$ cat src/rtl/btn_dir_ctrl.sv
// Four-button direction controller: synchronize, debounce and edge-detect each button,
// then latch a priority-encoded one-hot direction and emit rate-limited step strobes.
module btn_dir_ctrl #(
    parameter int DEB_COUNT = 500000,
    parameter int CNT_W     = 20
) (
    input  logic       clk,
    input  logic       clr,
    input  logic       btn_up,
    input  logic       btn_down,
    input  logic       btn_left,
    input  logic       btn_right,
    input  logic       tick,
    input  logic       freeze,
    output logic [3:0] dir,
    output logic [3:0] press_pulse,
    output logic       move_stb
);

    localparam logic [CNT_W-1:0] CNT_MAX  = CNT_W'(DEB_COUNT - 1);
    localparam logic [CNT_W-1:0] CNT_ZERO = {CNT_W{1'b0}};
    localparam logic [CNT_W-1:0] CNT_ONE  = CNT_W'(1);

    logic [3:0]       raw_s;
    logic [3:0]       sync1_q, sync1_d;
    logic [3:0]       sync2_q, sync2_d;
    logic [3:0]       db_q, db_d;
    logic [3:0]       db_prev_q, db_prev_d;
    logic [3:0]       press_q, press_d;
    logic [3:0]       dir_q, dir_d;
    logic             stb_q, stb_d;
    logic [CNT_W-1:0] cnt_q [4];
    logic [CNT_W-1:0] cnt_d [4];

    assign raw_s = {btn_up, btn_down, btn_left, btn_right};

    // Synchronizer, per-button debounce counters and rising-edge press detect
    always_comb begin
        sync1_d   = raw_s;
        sync2_d   = sync1_q;
        db_prev_d = db_q;
        press_d   = db_q & ~db_prev_q;
        for (int i = 0; i < 4; i++) begin
            db_d[i]  = db_q[i];
            cnt_d[i] = cnt_q[i];
            if (sync2_q[i] == db_q[i]) begin
                cnt_d[i] = CNT_ZERO;
            end else if (cnt_q[i] >= CNT_MAX) begin
                // >= rather than == so the counter can never run past the limit
                db_d[i]  = sync2_q[i];
                cnt_d[i] = CNT_ZERO;
            end else begin
                cnt_d[i] = cnt_q[i] + CNT_ONE;
            end
        end
    end

    // Direction latch (up > down > left > right) and step strobe using the pre-update direction
    always_comb begin
        dir_d = dir_q;
        stb_d = tick & ~freeze & (dir_q != 4'b0000);
        if (!freeze && (press_q != 4'b0000)) begin
            if (press_q[3]) begin
                dir_d = 4'b1000;
            end else if (press_q[2]) begin
                dir_d = 4'b0100;
            end else if (press_q[1]) begin
                dir_d = 4'b0010;
            end else begin
                dir_d = 4'b0001;
            end
        end else begin
            dir_d = dir_q;
        end
    end

    // State registers with synchronous active-low clear
    always_ff @(posedge clk) begin
        if (!clr) begin
            sync1_q   <= 4'b0000;
            sync2_q   <= 4'b0000;
            db_q      <= 4'b0000;
            db_prev_q <= 4'b0000;
            press_q   <= 4'b0000;
            dir_q     <= 4'b0000;
            stb_q     <= 1'b0;
            for (int i = 0; i < 4; i++) begin
                cnt_q[i] <= CNT_ZERO;
            end
        end else begin
            sync1_q   <= sync1_d;
            sync2_q   <= sync2_d;
            db_q      <= db_d;
            db_prev_q <= db_prev_d;
            press_q   <= press_d;
            dir_q     <= dir_d;
            stb_q     <= stb_d;
            for (int i = 0; i < 4; i++) begin
                cnt_q[i] <= cnt_d[i];
            end
        end
    end

    assign dir         = dir_q;
    assign press_pulse = press_q;
    assign move_stb    = stb_q;

endmodule

$ cat config.mk
export PLATFORM = sky130hd
export DESIGN_NAME = btn_dir_ctrl
export DESIGN_NICKNAME = d
export VERILOG_FILES = /design/src/rtl/btn_dir_ctrl.sv
export SDC_FILE = /design/constraint.sdc
export NUM_CORES = 1
export LEC_CHECK = 0
export CORE_ASPECT_RATIO = 0.7
export CORE_MARGIN = 4
export CORE_UTILIZATION = 50
export CTS_BUF_LIST = sky130_fd_sc_hd__clkbuf_4 sky130_fd_sc_hd__clkbuf_8
export CTS_CLUSTER_SIZE = 16
export DETAILED_ROUTE_END_ITERATION = 7
export MAX_ROUTING_LAYER = met4
export PLACE_DENSITY = 0.73
export SYNTH_ARGS = -nofsm -noshare
export SYNTH_HDL_FRONTEND = slang
export SYNTH_SLANG_ARGS = --single-unit
$ cat constraint.sdc
create_clock -name clk -period 2.1 [get_ports clk]
set_clock_uncertainty 0.2 [all_clocks]
set_input_delay 0.21 -clock clk [delete_from_list [all_inputs] [get_ports clk]]
set_output_delay 0.21 -clock clk [all_outputs]
set_load 0.03 [all_outputs]
==> flow_summary.json <==
{
  "run_status": "complete, no violations",
  "path_max_fanout": 4,
  "setup_viol": 0,
  "slowest_stage": "or4_4",
  "cts_buffers": 9,
  "tritoncts": "yes",
  "overflow": 0,
  "path_class": "reg -> reg",
  "synth.top_cell.area_share": 0.475,
  "p_leak_nw": 1.68,
  "hpwl_um": 5860,
  "clock_sinks": 105,
  "grt_pass1_vias": 3210,
  "drt_first_pass_iters": 4,
  "ant_nets": 0,
  "die_w_um": 120,
  "synth_area_um2": 4420,
  "r2r_end": "cnt_q[1][16]",
  "slowest_delay_ps": 550,
  "r2r_setup_slack_ps": 130,
  "final_util": 0.600,
  "core.rowCount": 28,
  "cts_root_buf": "clkbuf_8",
  "holdPathEnd": "move_stb",
  "antenna_cells": 0,
  "whs_path_depth": 3,
  "finalCritPeriodShare": 0.940,
  "core_um2": 8550,
  "wl_met3_um": 337,
  "ys_ff_latch": 105,
  "total_power_mw": 3.48,
  "wl_um": 8070,
  "initial_utilization": 0.517,
  "wl_per_cell_um": 12.1,
  "p_per_area_nw_per_um2": 678,
  "ir_drop_v": 0.000501,
  "cts_max_path_buffers": 2,
  "grt_pass1_wl_um": 14400,
  "num-nets-final": 554,
  "fmax_mhz": 507,
  "synth_edf_count": 0,
  "postSynthCellCount": 499,
  "syn_area_per_cell_um2": 8.86,
  "synth_top_area_cell": "dfxtp_1",
  "yosysUniqueCellTypes": 45,
  "hold_class": "in -> reg",
  "crit-reg2reg-launch": "cnt_q[1][0]",
  "design_area_um2": 5130,
  "final_layout_size_suffix_gt1_frac": 0.104,
  "fin_crit_ps": 1970,
  "holdWs_ps": 170,
  "crit_family": "simple AND/OR/NAND/NOR gates",
  "critPathLaunchType": "flop",
  "critPathBufInv": 0,
  "cp.required_ps": 2210,
  "ys_warn_count": 0,
  "finalWeightedCongestion": 0.833,
  "maxSlewViolCount": 0,
  "async_reset_ff_frac": 0,
  "routed.top_layer": "met4",
  "wl_met1_um": 4100,
  "synthTopCellsByArea": "dfxtp_1 48%, xnor2_1 6.9%, nor2_1 6.2%, xor2_1 4.0%, nand4_1 3.1%",
  "via_per_inst": 5.20,
  "fp.dieH_um": 86.7,
  "end_kind": "flop",
  "remaining_drc_errors": 0,
  "place_area_um2": 4880,
  "finalSetupTns_ps": 0,
  "hold_viol": 0,
  "grt_use_total": 0.173,
  "wl_met2_um": 3510,
  "dieArea_um2": 10400,
  "insertion_delay_ps": 370,
  "grt_max_degree": 26,
  "seq_area_frac_synth": 0.475,
  "drv_cap": 0,
  "cp.arrival_ps": 2080,
  "path_clk_slew_ps": 90,
  "grt_setup_unrepaired": "no",
  "syn_to_final_growth_pct": 16.0,
  "io_pins": 17,
  "synth_top_flop_cell": "dfxtp_1",
  "htreeDepth": 3,
  "vias": 3471,
  "path_cells": "ha_1 > nand4_2 > or4_4 > or3_1 > a21oi_2",
  "hp-start": "tick",
  "antenna_found_initial": 0,
  "port_buffers": 16,
  "ff2ff_path_depth": 5,
  "drt-initial-drc-count": 236
}
cells in the final DEF, fill, tap and decap left out, types with 4 or more instances in the layout:
cell / n
and2_1: 9
or3_1: 11
nor4_1: 13
a21oi_1: 21
clkbuf_8: 11
o21ai_0: 13
dfxtp_1: 105
nand2_1: 30
buf_4: 24
nand3_1: 26
conb_1: 4
or4b_1: 4
mux2i_1: 4
nand4_1: 22
inv_1: 24
or4_1: 4
xnor2_1: 35
nor3_1: 27
ha_1: 4
nor2_1: 73
xor2_1: 20
clkdlybuf4s50_1: 16
logic make-up (layout without fill, tap and decap cells):
kind of cell | count (synthesis) | count (layout) | synth area share
other | 1 | 4 | 0.000848
AND/OR/NAND/NOR | 237 | 237 | 0.277
XOR/XNOR | 55 | 55 | 0.109
flip-flops | 105 | 105 | 0.475
adder cells (fa/ha/maj) | 4 | 4 | 0.0113
multiplexers | 4 | 4 | 0.00906
buffers and inverters | 38 | 83 | 0.0410
AO/OA/AOI/OAI | 55 | 55 | 0.0767
synth_stat cells, types with 3 or more instances:
cell type  instances
mux2i_1            4
nor3_1            27
clkbuf_1           5
nand4_1           22
a211o_1            3
nor4_1            14
xnor2_1           35
or4b_1             4
inv_1             24
a21oi_1           21
o21bai_1           3
a21boi_0           3
xor2_1            20
o21ai_0           13
nand2_1           30
buf_4              6
and4_1             3
nand3_1           26
dfxtp_1          105
ha_1               4
and3_1             3
or3_1             11
or4_1              4
and2_1             9
o31ai_1            3
nor2_1            73
or2_2              3
where the power goes:
group          leakage (nW)  internal [mW]  switching (mW)
registers             0.849           2.01         0.00966
logic                 0.718         0.0431          0.0403
clock network         0.115          0.732           0.644
layout make-up:
cell class              instances  area [µm²]
fillers                       765        3420
repair buffers                 43         400
multi-input cells             359        2160
well taps                     120         150
flip-flops and latches        105        2100
clock buffers                  11         151
clock inverters                 5        77.6
inverters                      24        90.1
sequential cells by signal (all words and copies together), names as in the netlist:
register     flops
sync1_q          4
move_stb         1
dir              4
db_prev_q        4
sync2_q          4
cnt_q           80
press_pulse      4
db_prev_d        4
how the worst max path moves through the flow:
| stage | startpoint | to | slack, ps | cells past startpoint |
|---|---|---|---|---|
| floorplan | cnt_q[1][0] | cnt_q[1][16] | 100 | 5 |
| global placement | cnt_q[1][0] | cnt_q[1][16] | 160 | 5 |
| detailed placement | cnt_q[1][0] | cnt_q[1][16] | 140 | 5 |
| CTS | cnt_q[1][0] | cnt_q[1][16] | 120 | 5 |
| global route | cnt_q[0][9] | cnt_q[0][15] | 10 | 4 |
| finish | cnt_q[1][0] | cnt_q[1][16] | 130 | 5 |
per-stage QoR:
step	worst slack, ps	instances
2_1_floorplan	103	502
3_3_place_gp	161	650
3_5_place_dp	138	650
4_1_cts	117	666
5_1_grt	12.7	667
6_report	127	667
layer usage:
metal  GRT usage  up-vias
li1            -     1816
met1       0.223     1582
met2       0.260       61
met4      0.0412        0
met3      0.0633       12
met5           -        -
worst register-to-register path, delay by kind of cell, from the launching register on:
kind                       cells  cell delay (ps)
and+or+nand+nor                3             1010
DFF                            1              380
adders and majority gates      1              210
AOI/OAI and AO/OA              1              130
timing repair:
item,4_1_cts,5_1_grt
gates resized for setup,0,1
endpoints found under the setup margin,0,2
hold buffers,0,0
buffers inserted,0,1
No activity file was read; power rests on OpenSTA's default activity.
